## config.mk

```make
export PLATFORM = sky130hd
export DESIGN_NAME = spm_prog_loader
export DESIGN_NICKNAME = d
export VERILOG_FILES = /design/src/rtl/spm_prog_loader.sv
export SDC_FILE = /design/constraint.sdc
export NUM_CORES = 1
export LEC_CHECK = 0
export BUFFER_PORTS_ARGS = -buffer_cell sky130_fd_sc_hd__buf_4
export CAP_MARGIN = 20
export CORE_ASPECT_RATIO = 0.7
export CORE_UTILIZATION = 54
export CTS_CLUSTER_SIZE = 12
export DETAILED_ROUTE_END_ITERATION = 8
export HOLD_SLACK_MARGIN = 0.1
export PLACE_DENSITY = 0.8
export SETUP_SLACK_MARGIN = 0.3
export SLEW_MARGIN = 10
export SYNTH_ARGS = -nofsm -noshare
export SYNTH_HDL_FRONTEND = slang
export SYNTH_SLANG_ARGS = --single-unit
```

## constraint.sdc

```tcl
create_clock -name clk -period 2.56 [get_ports clk]
set_input_delay 0.384 -clock clk [delete_from_list [all_inputs] [get_ports clk]]
set_output_delay 0.384 -clock clk [all_outputs]
set_load 0.03 [all_outputs]
```

## src/rtl/spm_prog_loader.sv

```systemverilog
// spm_prog_loader
// Loads a program image into the RISC_SPM memory through its external-write
// port, then reads the image back over address_bus/memory_bus. It flags a
// mismatch between the 8-bit modular checksums of the written bytes and the
// read-back bytes.
//
// Ports:
//   clk, rst          clock and asynchronous active-low reset
//   start             one-cycle pulse; starts a load when idle
//   base_addr, length first address and byte count (sampled on start;
//                     length saturates to 2^AW)
//   in_valid/in_data  byte source; in_ready accepts a byte this cycle
//   memory_bus        read data from the memory, RD_LAT cycles after address
//   ext_write, address_bus, data_bus
//                     registered memory write/read interface
//   busy, done        load in progress / one-cycle completion pulse
//   chk_err           checksum mismatch, held until the next start
//   wr_sum            running checksum of the bytes written
module spm_prog_loader #(
  parameter int AW     = 8,
  parameter int DW     = 8,
  parameter int RD_LAT = 1
) (
  input  logic          clk,
  input  logic          rst,
  input  logic          start,
  input  logic [AW-1:0] base_addr,
  input  logic [AW:0]   length,
  input  logic          in_valid,
  input  logic [DW-1:0] in_data,
  output logic          in_ready,
  input  logic [DW-1:0] memory_bus,
  output logic          ext_write,
  output logic [AW-1:0] address_bus,
  output logic [DW-1:0] data_bus,
  output logic          busy,
  output logic          done,
  output logic          chk_err,
  output logic [DW-1:0] wr_sum
);

  typedef enum logic [2:0] {S_IDLE, S_WRITE, S_DRAIN, S_READ, S_CHECK} state_t;

  localparam logic [AW:0]   CNT_ONE  = 1;
  localparam logic [AW:0]   LEN_MAX  = {1'b1, {AW{1'b0}}};
  localparam logic [AW-1:0] ADDR_ONE = 1;

  state_t        state_q, state_d;
  logic [AW-1:0] base_q, base_d;
  logic [AW:0]   len_q, len_d;
  logic [AW:0]   wcnt_q, wcnt_d;   // bytes accepted
  logic [AW:0]   rcnt_q, rcnt_d;   // read addresses issued
  logic [AW:0]   scnt_q, scnt_d;   // read samples accumulated
  logic [DW-1:0] wr_sum_q, wr_sum_d;
  logic [DW-1:0] rd_sum_q, rd_sum_d;
  logic          chk_err_q, chk_err_d;
  logic          ext_write_q, ext_write_d;
  logic [AW-1:0] addr_q, addr_d;
  logic [DW-1:0] data_q, data_d;

  logic [AW:0]   len_sat;
  logic          hs;
  logic          issue;
  logic          samp_vld;
  logic          sum_diff;

  // Any length with the top bit set is at least 2^AW, so clamp it there.
  assign len_sat  = length[AW] ? LEN_MAX : length;
  assign in_ready = (state_q == S_WRITE) && (wcnt_q < len_q);
  assign hs       = in_valid && in_ready;
  assign issue    = (state_q == S_READ) && (rcnt_q < len_q);
  assign sum_diff = (wr_sum_q != rd_sum_q);

  // Each issued read address travels down this pipe so that memory_bus is
  // sampled exactly RD_LAT cycles after the address was presented.
  generate
    if (RD_LAT == 0) begin : g_nolat
      assign samp_vld = issue;
    end else begin : g_lat
      logic [RD_LAT-1:0] vld_q;
      always_ff @(posedge clk or negedge rst) begin
        if (!rst) vld_q <= '0;
        else      vld_q <= (vld_q << 1) | RD_LAT'(issue);
      end
      assign samp_vld = vld_q[RD_LAT-1];
    end
  endgenerate

  always_comb begin
    state_d     = state_q;
    base_d      = base_q;
    len_d       = len_q;
    wcnt_d      = wcnt_q;
    rcnt_d      = rcnt_q;
    scnt_d      = scnt_q;
    wr_sum_d    = wr_sum_q;
    rd_sum_d    = rd_sum_q;
    chk_err_d   = chk_err_q;
    ext_write_d = 1'b0;
    addr_d      = addr_q;
    data_d      = data_q;
    case (state_q)
      S_IDLE: begin
        if (start) begin
          base_d    = base_addr;
          len_d     = len_sat;
          wcnt_d    = '0;
          wr_sum_d  = '0;
          rd_sum_d  = '0;
          chk_err_d = 1'b0;
          state_d   = (len_sat == '0) ? S_CHECK : S_WRITE;
        end
      end
      S_WRITE: begin
        if (hs) begin
          ext_write_d = 1'b1;
          addr_d      = base_q + wcnt_q[AW-1:0];
          data_d      = in_data;
          wr_sum_d    = wr_sum_q + in_data;
          wcnt_d      = wcnt_q + CNT_ONE;
          if (wcnt_q == len_q - CNT_ONE) state_d = S_DRAIN;
        end
      end
      S_DRAIN: begin
        // The last write is on the bus this cycle; line up the first read.
        rcnt_d  = '0;
        scnt_d  = '0;
        addr_d  = base_q;
        state_d = S_READ;
      end
      S_READ: begin
        if (issue) begin
          addr_d = addr_q + ADDR_ONE;
          rcnt_d = rcnt_q + CNT_ONE;
        end
        if (samp_vld) begin
          rd_sum_d = rd_sum_q + memory_bus;
          scnt_d   = scnt_q + CNT_ONE;
          if (scnt_q == len_q - CNT_ONE) state_d = S_CHECK;
        end
      end
      S_CHECK: begin
        chk_err_d = sum_diff;
        state_d   = S_IDLE;
      end
      default: state_d = S_IDLE;
    endcase
  end

  always_ff @(posedge clk or negedge rst) begin
    if (!rst) begin
      state_q     <= S_IDLE;
      base_q      <= '0;
      len_q       <= '0;
      wcnt_q      <= '0;
      rcnt_q      <= '0;
      scnt_q      <= '0;
      wr_sum_q    <= '0;
      rd_sum_q    <= '0;
      chk_err_q   <= 1'b0;
      ext_write_q <= 1'b0;
      addr_q      <= '0;
      data_q      <= '0;
    end else begin
      state_q     <= state_d;
      base_q      <= base_d;
      len_q       <= len_d;
      wcnt_q      <= wcnt_d;
      rcnt_q      <= rcnt_d;
      scnt_q      <= scnt_d;
      wr_sum_q    <= wr_sum_d;
      rd_sum_q    <= rd_sum_d;
      chk_err_q   <= chk_err_d;
      ext_write_q <= ext_write_d;
      addr_q      <= addr_d;
      data_q      <= data_d;
    end
  end

  assign ext_write   = ext_write_q;
  assign address_bus = addr_q;
  assign data_bus    = data_q;
  assign busy        = (state_q != S_IDLE);
  assign done        = (state_q == S_CHECK);
  // Visible in the done cycle itself, then held by chk_err_q.
  assign chk_err     = chk_err_q | (done & sum_diff);
  assign wr_sum      = wr_sum_q;

endmodule
```

== After elaboration in Yosys (flattened, before gate mapping) ==
Cells that the tools add are included.
Widths: inputs -> output; s select.
Word-level totals
  flip-flop bits (word level): 82
  input bits: 37
  output and inout bits: 29
  logic and storage cells: 85
Cells by class
  add/sub/neg operators: 8
  order comparisons: 2
  equal/unequal tests: 13
  mux-type cells: 27
  bitwise operators: 2
  reductions and logical operators: 20
Operator list (count)
  $pmux 9 s2: 3
  $mux 9: 5
  $mux 8: 5
  $pmux 8 s2: 2
  $add 9x1->9 const B: 3
  $add 8x8->8: 3
  $pmux 8 s3: 1
  $eq 9x9->1: 2
  $lt 9x9->1: 2
  $mux 3: 6
  $pmux 3 s4: 1
  $reduce_and 2->1: 5
  $logic_not 9->1: 1
  $reduce_and 3->1: 3
  $sub 9x1->9 const B: 1
  $add 8x1->8 const B: 1
  $ne 2x2->1 const B: 4
  $ne 8x8->1: 1
  $reduce_bool 2->1: 4
  $eq 3x2->1 const B: 2
  $reduce_bool 3->1: 2
  $reduce_and 5->1: 1
  $ne 2x1->1 const B: 2
  $eq 3x1->1 const B: 1
  7 further kinds: 11

== Depth between registers and ports, before layout ==
Gate-level depths: netlist (run 1).
  depth after elaboration: 5
  depth in mapped cells: 11

== Worst setup path before layout (run 1) ==
OpenSTA, ideal clock, no wires.
  kind: reg-to-output
  from: register len_q[4]
  to: output port in_ready
  arrival: 2393 ps
  data required time: 2176 ps
  slack: -217 ps
  stages on the path, launching flop included: 9
  buffers on the path: 1
  cells stage by stage: dfrtp_1 clkbuf_1 inv_1 ha_1 a211oi_1 nand2_1 o221ai_1 nand2b_1 a211oi_1
Between the ends
  longest elaborated chain between the ends: 2
RTL lines
  start, declared: RTL line 50  | logic [AW:0] len_q, len_d;
  start signal, assigned: RTL line 167  | len_q <= len_d;
  $lt 9x9->1: RTL line 69  | assign in_ready = (state_q == S_WRITE) && (wcnt_q < len_q);
  $logic_and 1x1->1: RTL line 69
  end, declared: RTL line 31  | output logic in_ready,
No other way between the ends.

== Worst setup path after layout (run 1) ==
  from: register len_q[7]
  to: register addr_q[5], in the netlist address_bus[5]
Between the ends
  longest elaborated chain between the ends: 5
  elaborated cells on any way between the ends: 8
RTL lines
  $lt 9x9->1: RTL line 69
  $logic_and 1x1->1: RTL line 69
  $logic_and 1x1->1: RTL line 70  | assign hs = in_valid && in_ready;
  $ne 2x2->1 (no source line)
  $reduce_and 3->1 (no source line) *
  end signal, assigned: RTL line 175  | addr_q <= addr_d;
  end, declared: RTL line 58  | logic [AW-1:0] addr_q, addr_d;
Every way passes the cells marked *; elsewhere a longest branch is shown, timed or not.
A chain may end at the register's enable or synchronous reset.

==> results.md, run 1 <==
- 94.4% — Final Cycle Share
- 45.1% — Sw Share
- 8 — maximum fanout along the worst path
- 0.00730 mm² — post-route cell area
- 2.79 ns — Data required, critical path
- 66 — I/O pin cnt
- 1320 mW/mm² — cell area power density
- 0.0110 mm² — area of the die
- 24900 µm — first-pass GRT wire length
- 6.08 — via density per instance
- design-rule violations — violations in the final reports
- 0.35 ns — Skew-Pair Late Insertion Delay
- 125 µm — Die W
- flip-flop — sort of element at the end of the critical path
- 0.230 ns — worst slack on hold paths
- 30 — number of rows in the core area
- inv_1 > ha_1 > or2_2 > a221oi_2 > o21ai_2 > a31oi_2 > o21ba_4 > buf_12 > mux2_4 — ordered cell list for the critical path
- 0.828 mV — Peak supply drop
- 10 — Residual DRC
- 0.39 ns — Crit path largest cell delay
- yes — unrepaired setup endpoints after global routing
- 29.2% — GR Util All Layers
- 2.65 ns — Critical Path AT
- 0 — count of max-cap constraint violations
- 11100 µm — final HPWL from detailed placement
- 0 — Detail Route Antenna Nets
- 3 — deepest level of the CTS H-tree
- 466 — drt first-iter violations
- 0 — Antenna Cells
- 16000 µm — drt total wl
- 0 — Remaining Overflow, GRT
- in2reg — path type of the worst min-delay path
- 57.1% — starting utilization of the core area
- 7430 µm — Post-Route M1 WL
- 0.00337 µW — total leakage power
- met4 — highest routing layer actually used
- 9 — number of CTS-inserted buffers
- 680 — Synth Net Count
- 7 — number of iterations in the first detailed-routing pass
- 837 — Layout Cells excl Fill
- 36.0% — fraction of the yosys area taken by sequential cells
- 38.6% — Slew headroom
- 5270 µW — Int Power
- 0 — number of enable flip-flop cells after synthesis
- 5092 — routed via count
- 4964 — number of global-route vias before repair
- 597 — post-synthesis cell count
- 28.1% — Area Overhead vs Synth
- finished with violations — result of the run
- reg2reg — Setup CP Type
- 0.00570 mm² — cell area after synthesis
- 0 — number of slew-limit violations in the final report
- 0.07 ns — clock input transition at the sequential cells of the worst setup and hold paths
- 30.2% — fraction of final layout cells sized beyond drive strength 1
- 19.1 µm — drt wl/cell
- 414 MHz — highest clock frequency the design can meet
- 0.00998 mm² — area of the core
- flip-flop — CP Launch Type
- 73.1% — Util after Layout
- 65 — port buffer count
- 88.0 µm — die height
- 0.00647 mm² — Post-DP Area
- 7280 µm — DR WL met2
- 2.42 ns — Final min period
- 9.55 µm² — mean area per synthesized cell
- done — clock tree from TritonCTS
- 73 — count of unique library cells instantiated by Yosys
- dfrtp_1 — commonest register cell after synthesis
- clkbuf_16 — CTS Root Buffer Type
- 0 — final hold vios
- 60.0% — part of the total power dissipated in combinational logic
- 100% — async set-or-reset flop fraction in the synthesized netlist
- 0 — warnings from Yosys
- 1020 µm — total met3 wirelength after detailed routing
- 4330 µW — net switching power
- 0 — number of antenna violations at the first check in global routing
- 787 — net count reported at finish
- 0.925 — placer's final routability congestion estimate
- 82 — Seq cells post-synth
- 0.00704 ns — final worst clock skew
- dfrtp_1 — slowest cell on the critical path
- 82 — number of sinks handled by clock tree synthesis
- 25.9% — share of total power in sequential cells
- 43 — largest net degree at the start of global routing
- 2 — clock tree buffer depth
- 793 — post-placement cell count
- 14.1% — clock network fraction of design power
- 0 — final number of setup-violating endpoints
- 0 ns — post-route setup TNS
- 0.913 ns — Worst-Margin Slew
-- per-stage QoR --
stage                     setup WS [ns]  total power (µW)
after floorplan                   0.314              6020
after global placement            0.204              7220
after detailed placement          0.123              7480
after CTS                         0.182              9100
after global routing             0.0871             10200
final                             0.143              9600
-- layout by cell type (no fill, tap or decap), drive strengths merged, types with 3 or more instances in the layout --
cell / synthesis / layout
ha: 43 / 43
and3: 15 / 15
nand2: 76 / 76
o31ai: 3 / 3
a31oi: 3 / 3
mux2: 17 / 17
and2: 3 / 3
nor2: 25 / 25
xor2: 21 / 21
nand4: 11 / 11
o21ai: 40 / 40
or3: 5 / 5
a21o: 6 / 7
nand3: 17 / 17
nand3b: 11 / 11
a21oi: 26 / 26
mux2i: 11 / 11
o41ai: 4 / 4
clkinvlp: 0 / 4
o21a: 7 / 7
o22ai: 3 / 3
xnor2: 32 / 32
a22o: 7 / 7
buf: 12 / 113
a211oi: 7 / 7
clkbuf: 9 / 10
nor4: 4 / 4
nor3b: 4 / 4
o21bai: 5 / 5
o211ai: 8 / 8
a2111oi: 3 / 3
fa: 3 / 3
dfrtp: 82 / 82
nand2b: 13 / 13
o311ai: 3 / 3
inv: 25 / 26
nor3: 9 / 9
o21ba: 4 / 4
-- flip-flops by register name, indices dropped and copies added (netlist names) --
signal and count:
address_bus 8, wr_sum 8, chk_err_q 1, ext_write 1
scnt_q 9, rd_sum_q 8, data_bus 8, g_lat.vld_q 1
state_q 3, rcnt_q 9, base_q 8, len_q 9
wcnt_q 9
-- power by group through the flow --
stage,sequential [µW],combinational [µW],clock [µW]
2_1_floorplan,2710,3300,0
3_3_place_gp,2470,4750,0
3_5_place_dp,2500,4980,0
4_1_cts,2460,5270,1360
5_1_grt,2550,6260,1410
6_report,2490,5760,1350
-- Yosys cell counts (3+ instances only) --
cell type / instances / share of area, %
inv_1: 24 / 1.6
o22ai_1: 3 / 0.33
fa_1: 3 / 1.1
nand4_1: 10 / 1.1
o21bai_1: 4 / 0.53
a211oi_1: 6 / 0.79
nor3_1: 8 / 0.70
a31oi_1: 3 / 0.33
ha_1: 43 / 9.4
mux2i_1: 11 / 1.9
nor3b_1: 3 / 0.40
mux2_2: 10 / 2.0
and3_1: 14 / 1.5
o31ai_1: 3 / 0.40
xnor2_1: 32 / 4.9
o211ai_1: 8 / 1.1
o41ai_1: 4 / 0.61
o311ai_0: 3 / 0.46
xor2_1: 21 / 3.2
nor2_1: 24 / 1.6
nand2b_1: 13 / 1.4
a21o_1: 6 / 0.79
dfrtp_1: 82 / 36
a22o_1: 7 / 1.1
a21oi_1: 25 / 2.2
nand3b_1: 11 / 1.4
nand3_1: 17 / 1.5
nor4_1: 3 / 0.33
mux2_4: 7 / 1.8
o21a_1: 7 / 0.92
or3_1: 5 / 0.55
o21ai_0: 37 / 3.2
buf_2: 7 / 0.61
nand2_1: 75 / 4.9
clkbuf_1: 9 / 0.59
-- cells by family after synthesis --
| kind of cell | count (synthesis) | synth area share, % |
|---|---|---|
| AOI/OAI and AO/OA | 137 | 16.7 |
| xor gates and xnor gates | 54 | 8.54 |
| adders and majority gates | 46 | 10.5 |
| buffers and inverters | 46 | 3.58 |
| DFF | 82 | 36.0 |
| muxes | 28 | 5.75 |
| and+or+nand+nor | 204 | 18.9 |
-- worst paths after layout --
| kind | startpoint | end | slack (ns) | cells past startpoint |
|---|---|---|---|---|
| worst max-delay path | len_q[7] | address_bus[5] | 0.14 | 9 |
| worst min-delay path | base_addr[3] | base_q[3] | 0.23 | 3 |
| min in group asynchronous | rst | len_q[2] | 0.56 | 2 |
| worst min register to register | data_bus[6] | data_bus[6] | 0.51 | 1 |
| max in group asynchronous | rst | len_q[8] | 1.34 | 3 |
| worst max register to register | len_q[7] | address_bus[5] | 0.14 | 9 |
-- area by class of cell --
class,count,area [µm²]
multi-input combinational,470,3730
clock buffer,9,225
sequential,82,2060
timing repair buffer,115,936
clock inverter,7,77.6
inverter,25,101
tap,128,160
fill,689,2680
timing repair inverter,1,5.00
-- worst max-delay path: cells and delay by family, from the launching register on --
| family | cells | cell delay [ns] |
|---|---|---|
| AO/OA/AOI/OAI | 4 | 0.79 |
| adder cells (fa/ha/maj) | 1 | 0.24 |
| buffers and inverters | 2 | 0.29 |
| flip-flops | 1 | 0.39 |
| multiplexers | 1 | 0.30 |
| AND/OR/NAND/NOR | 1 | 0.28 |
-- layer usage --
layer  vias to the layer above  track usage (%)
met5                         -                0
met4                         0             7.86
met2                       199             48.3
li1                       2369                -
met1                      2500             39.3
met3                        24             6.29
-- what timing repair did --
item | in CTS | in global routing
endpoints found under the hold margin | 40 | 0
setup buffers | 10 | 14
gates resized for setup | 21 | 41
pin swaps | 7 | 15
gates cloned | 0 | 3
setup endpoints to repair | 31 | 41
hold buffers | 1 | 0
(Power assumes the default switching activity.)
==> inputs of run 2 (changes only) <==
--- a/config.mk
+++ b/config.mk
@@ -5,6 +5,7 @@
 export SDC_FILE = /design/constraint.sdc
 export NUM_CORES = 1
 export LEC_CHECK = 0
+export ABC_AREA = 1
 export BUFFER_PORTS_ARGS = -buffer_cell sky130_fd_sc_hd__buf_4
 export CAP_MARGIN = 20
 export CORE_ASPECT_RATIO = 0.7
==> constraint.sdc (replaced) <==
create_clock -name clk -period 2.56 [get_ports clk]
set_input_delay 0.512 -clock clk [delete_from_list [all_inputs] [get_ports clk]]
set_output_delay 0.512 -clock clk [all_outputs]
set_load 0.03 [all_outputs]
==> run 2 against run 1 <==
The run now ends clean. Fmax up 6.3%. Critical path depth decreased by 3. Register-to-register slack better by 0.25 ns. Via count increased by 8.5%. First-iteration DRC count is 9.2% higher. Synthesized cell count up 24%. Power fell by 1.5%. Routed wire length rose by 1.8%. Non-clock buffer count decreased by 23. Global-route usage rose by 2.6 points. Critical endpoint is now in_ready. Largest power group unchanged.
==> results.md, run 2 <==
- 2.05 ns — Data required, critical path
- 88.8% — Final Cycle Share
- completed — result of the run
- 21.6% — Area Overhead vs Synth
- 87.2 µm — die height
- 56.7% — starting utilization of the core area
- in2async — path type of the worst min-delay path
- 46 — count of unique library cells instantiated by Yosys
- 3 — deepest level of the CTS H-tree
- 5525 — routed via count
- 0.0122 ns — final worst clock skew
- 9 — number of CTS-inserted buffers
- 0.162 ns — worst slack on hold paths
- 0.35 ns — Skew-Pair Late Insertion Delay
- 0 — number of slew-limit violations in the final report
- 36.6% — area share of the largest cell type after synthesis
- simple AND/OR/NAND/NOR gates — dominant combinational cell family by area after synthesis
- 5.70 — via density per instance
- yes — unrepaired setup endpoints after global routing
- 0.00626 mm² — Post-DP Area
- 919 — net count reported at finish
- dfrtp_1 — commonest register cell after synthesis
- done — clock tree from TritonCTS
- dfrtp_1, nand2_1, ha_1 — cell types with the largest area share after synthesis
- 0 — number of enable flip-flop cells after synthesis
- 26.9% — synthesized-area fraction occupied by and/or/nand/nor cells
- 7.55 µm² — mean area per synthesized cell
- 7170 µm — DR WL met2
- 0.07 ns — clock input transition at the sequential cells of the worst setup and hold paths
- 9460 µW — post-route total power
- 16.8 µm — drt wl/cell
- 30 — number of rows in the core area
- 0.00560 mm² — cell area after synthesis
- 0 — Remaining Overflow, GRT
- 0.00343 µW — total leakage power
- 65 — port buffer count
- 0.00681 mm² — post-route cell area
- 43 — largest net degree at the start of global routing
- 2 — clock tree buffer depth
- 0 — number of antenna violations at the first check in global routing
- 0 — Residual DRC
- 0 — final number of setup-violating endpoints
- 5241 — number of global-route vias before repair
- 0 — count of max-cap constraint violations
- 1.76 ns — Critical Path AT
- 19.6% — fraction of final layout cells sized beyond drive strength 1
- 0.0108 mm² — area of the die
- 10.7% — adder-cell area share of the yosys netlist
- 0.523 mV — Peak supply drop
- 0 ns — post-route setup TNS
- 0.954 — placer's final routability congestion estimate
- 0.00987 mm² — area of the core
- nand2_1 — most frequent cell after synthesis
- 7510 µm — Post-Route M1 WL
- 3.60% — area share of xor/xnor cells in the synthesized design
- 0 — Antenna Cells
- 2 — maximum fanout along the worst path
- 12100 µm — final HPWL from detailed placement
- flip-flop — CP Launch Type
- 82 — Seq cells post-synth
- 60.5% — Slew headroom
- 2.27 ns — Final min period
- met4 — highest routing layer actually used
- 100% — async set-or-reset flop fraction in the synthesized netlist
- 31.8% — GR Util All Layers
- 5 — number of iterations in the first detailed-routing pass
- 0 — Hold Buf Count CTS
- 82 — number of sinks handled by clock tree synthesis
- clkbuf_16 — CTS Root Buffer Type
- output port — sort of element at the end of the critical path
- 0.179% — multiplexer share of the synthesized area
- 509 — drt first-iter violations
- 13.8% — area fraction in compound gates after synthesis
- 1230 µm — total met3 wirelength after detailed routing
- 1390 mW/mm² — cell area power density
- 66 — I/O pin cnt
- dfrtp_1 — cell type contributing the most total cell area after synthesis
- 124 µm — Die W
- 0 — Detail Route Antenna Nets
- 825 — Synth Net Count
- 0 — final hold vios
- reg2out — Setup CP Type
- nand2_1, buf_4, inv_1 — commonest cells after routing, fill and taps aside
- 16300 µm — drt total wl
- 440 MHz — highest clock frequency the design can meet
- 742 — post-synthesis cell count
- 0.592 ns — Worst-Margin Slew
- 36.6% — fraction of the yosys area taken by sequential cells
- nand2_1, inv_1, dfrtp_1 — top cells by count, synth
- nand2_1 — commonest non-fill, non-tap cell in the layout
- 0 — warnings from Yosys
- 25900 µm — first-pass GRT wire length
[run 2: timing repair]
item / CTS / global route
endpoints found under the hold margin: 0 / 0
resized for setup: 23 / 8
buffers inserted: 15 / 3
gates cloned: 0 / 1
endpoints found under the setup margin: 11 / 20
pin swaps: 4 / 1
[run 2: logic make-up after synthesis]
kind of cell / after synthesis
AND/OR/NAND/NOR: 338
AO/OA/AOI/OAI: 138
buffers and inverters: 114
flip-flops: 82
adder cells (fa/ha/maj): 46
XOR/XNOR: 23
multiplexers: 1
[run 2: final timing paths]
| check | startpoint | end | slack, ns | cells past startpoint |
|---|---|---|---|---|
| max in group asynchronous | rst | wcnt_q[2] | 1.75 | 2 |
| worst min-delay path | rst | base_q[5] | 0.16 | 1 |
| min in group clk | base_addr[5] | base_q[5] | 0.36 | 3 |
| worst max register to register | len_q[2] | address_bus[0] | 0.39 | 12 |
| worst min register to register | data_bus[7] | data_bus[7] | 0.49 | 2 |
| worst max-delay path | wcnt_q[8] | in_ready | 0.29 | 6 |
[run 2: layout make-up]
type | instances | area [µm²]
clock buffers | 9 | 225
clock inverters | 7 | 106
fillers | 805 | 3060
inverters | 104 | 395
multi-input cells | 546 | 3150
flip-flops and latches | 82 | 2060
well taps | 128 | 160
repair buffers | 92 | 707
repair inverters | 1 | 7.51
[run 2: worst max-delay path, stage by stage (launching register included)]
cell and delay (ns):
dfrtp_2 0.42, ha_1 0.32, a21oi_2 0.14, o21a_1 0.14, nand3_2 0.10, nor2_4 0.13
buf_6 0.15
[run 2: metrics by stage]
| step | instances | worst slack, ns | utilization, % |
|---|---|---|---|
| after floorplan | 742 | 0.476 | - |
| after global placement | 934 | 0.187 | 63.5 |
| after detailed placement | 934 | 0.136 | 63.5 |
| after CTS | 965 | 0.301 | 68.5 |
| after global routing | 969 | 0.162 | 69.0 |
| final | 969 | 0.286 | 69.0 |
[run 2: metal layers]
| metal | vias to the layer above | GRT usage, % |
|---|---|---|
| met4 | 0 | 9.86 |
| met3 | 36 | 7.66 |
| met5 | - | 0 |
| met2 | 225 | 48.3 |
| li1 | 2654 | - |
| met1 | 2610 | 44.6 |
[run 2: report_power, final]
| part | internal, µW | switching, µW |
|---|---|---|
| logic | 2080 | 3550 |
| clock network | 874 | 589 |
| registers | 1810 | 554 |
==> inputs of run 3 (changes only) <==
--- a/config.mk
+++ b/config.mk
@@ -13,6 +13,7 @@
 export CTS_CLUSTER_SIZE = 12
 export DETAILED_ROUTE_END_ITERATION = 8
 export HOLD_SLACK_MARGIN = 0.1
+export MAX_ROUTING_LAYER = met4
 export PLACE_DENSITY = 0.8
 export SETUP_SLACK_MARGIN = 0.3
 export SLEW_MARGIN = 10
==> run 3 against run 2 <==
Critical path depth increased by 1. Fmax increased by 1.1%. First-iteration DRC count decreased by 16%. Clock power decreased by 5%. Highest routed layer unchanged. Largest power group unchanged. Sequential share of layout area decreased by 0.38 points. Critical path type unchanged.
==> results.md, run 3 (synthesis gave the netlist of run 2 again) <==
- 0 — Antenna Cells
- 12400 µm — final HPWL from detailed placement
- 0 — Hold Buf Count CTS
- 12 — r2r worst-path depth
- 60.5% — part of the total power dissipated in combinational logic
- completed — result of the run
- flip-flop — CP Launch Type
- 26200 µm — first-pass GRT wire length
- reg2out — Setup CP Type
- 0 — number of slew-limit violations in the final report
- 82 — number of sinks handled by clock tree synthesis
- 4730 µW — Int Power
- yes — unrepaired setup endpoints after global routing
- 3 — deepest level of the CTS H-tree
- 445 MHz — highest clock frequency the design can meet
- 0.07 ns — clock input transition at the sequential cells of the worst setup and hold paths
- 4760 µW — net switching power
- address_bus[7] — Reg-to-Reg End
- nand2_1 — commonest non-fill, non-tap cell in the layout
- 5592 — routed via count
- 50.2% — Sw Share
- 0 ns — post-route setup TNS
- 0 — Residual DRC
- 0.130 ns — worst slack on hold paths
- 0.0108 mm² — area of the die
- 0 — number of antenna violations at the first check in global routing
- 0 — Detail Route Antenna Nets
- 0 — final hold vios
- 17.2 µm — drt wl/cell
- 33.4% — GR Util All Layers
- 923 — net count reported at finish
- 23.2% — Area Overhead vs Synth
- 0.598 mV — Peak supply drop
- 0.35 ns — Skew-Pair Late Insertion Delay
- 30 — number of rows in the core area
- output port — sort of element at the end of the critical path
- 0 — Remaining Overflow, GRT
- 124 µm — Die W
- 87.2 µm — die height
- 5 — number of iterations in the first detailed-routing pass
- nand2_1, buf_4, inv_1 — commonest cells after routing, fill and taps aside
- 16700 µm — drt total wl
- 1.00 — placer's final routability congestion estimate
- 21.2% — fraction of final layout cells sized beyond drive strength 1
- len_q[4] — FF-to-FF Start
- 2.05 ns — Data required, critical path
- dfrtp_1 — slowest cell on the critical path
- 1370 mW/mm² — cell area power density
- 66 — I/O pin cnt
- 2.25 ns — Final min period
- 5.75 — via density per instance
- 0 — count of max-cap constraint violations
- 0.00987 mm² — area of the core
- 25.0% — share of total power in sequential cells
- 794 — final-layout fill cell count
- 0.00863 ns — final worst clock skew
- 5140 — number of global-route vias before repair
- in2async — path type of the worst min-delay path
- done — clock tree from TritonCTS
- 56.7% — starting utilization of the core area
- 87.9% — Final Cycle Share
- 5 — maximum fanout along the worst path
- 0 — final number of setup-violating endpoints
- 39 — largest net degree at the start of global routing
- 428 — drt first-iter violations
- 9 — number of CTS-inserted buffers
- 2 — clock tree buffer depth
- 0.00344 µW — total leakage power
- inv_4 > ha_4 > a21oi_2 > o21a_1 > nand3_2 > nor2_4 > buf_6 — ordered cell list for the critical path
- 14.5% — clock network fraction of design power
- 64.0% — Slew headroom
- 0.540 ns — Worst-Margin Slew
- clkbuf_16 — CTS Root Buffer Type
- 1.74 ns — Critical Path AT
- 0.39 ns — flop-to-flop setup slack
- 0.41 ns — Crit path largest cell delay
- 65 — port buffer count
[run 3: changes by cell type in the layout (fill, tap and decap cells not counted), moves of 2 or more]
| cell | previous run | this run |
|---|---|---|
| buf_4 | 90 | 95 |
| ha_1 | 41 | 37 |
| nor2_1 | 50 | 46 |
| inv_2 | 18 | 15 |
| inv_4 | 2 | 5 |
| nor2_2 | 2 | 5 |
| ha_2 | 0 | 2 |
| ha_4 | 2 | 4 |
[run 3: worst max path at each step]
stage,cells after the start,slack [ns],endpoint,startpoint
after global placement,12,0.16,wcnt_q[4],len_q[5]
final,7,0.31,in_ready,len_q[8]
after global routing,15,0.22,state_q[1],len_q[0]
after detailed placement,12,0.11,wcnt_q[4],len_q[5]
after CTS,8,0.30,in_ready,len_q[8]
after floorplan,5,0.48,chk_err,state_q[0]
[run 3: metal layers]
metal,GRT usage (%),vias up,routed length [µm]
li1,-,2680,-
met5,-,-,0
met4,9.31,0,269
met3,7.59,29,1400
met1,45.7,2640,7510
met2,49.3,243,7560
[run 3: worst max-delay path, delay by kind of cell, from the launching register on]
family / cells / cell delay [ns]
fa+ha+maj: 1 / 0.21
simple gates: 2 / 0.22
flops: 1 / 0.41
compound gates: 2 / 0.28
buf+inv: 2 / 0.27
[run 3: layout make-up]
class	instances	area (µm²)	share of cell area, %
Clock buffer	9	225	3.27
Inverter	104	403	5.84
Multi-Input combinational cell	546	3220	46.7
Tap cell	128	160	2.32
Clock inverter	7	83.8	1.22
Timing Repair Buffer	97	744	10.8
Sequential cell	82	2060	29.9
[run 3: metrics by stage]
stage	worst slack [ns]	power [µW]	util [%]	area, µm²	cells
global route	0.217	10200	69.9	6900	973
finish	0.311	9480	69.9	6900	973
global placement	0.165	7290	63.6	6280	936
CTS	0.302	9170	68.7	6780	967
detailed placement	0.105	7440	63.6	6280	936
floorplan	0.476	5910	-	5600	742
[run 3: timing repair]
| item | CTS | global route |
|---|---|---|
| setup endpoints to repair | 26 | 24 |
| pin swaps | 7 | 7 |
| setup buffers | 15 | 6 |
| cloned | 0 | 0 |
| resized for setup | 23 | 23 |
[run 3: power groups by stage]
| stage | Sequential (µW) | Combinational (µW) | Clock, µW |
|---|---|---|---|
| after floorplan | 2590 | 3320 | 0 |
| after global placement | 2370 | 4920 | 0 |
| after detailed placement | 2380 | 5060 | 0 |
| after CTS | 2350 | 5430 | 1390 |
| after global routing | 2420 | 6360 | 1440 |
| final | 2370 | 5740 | 1380 |
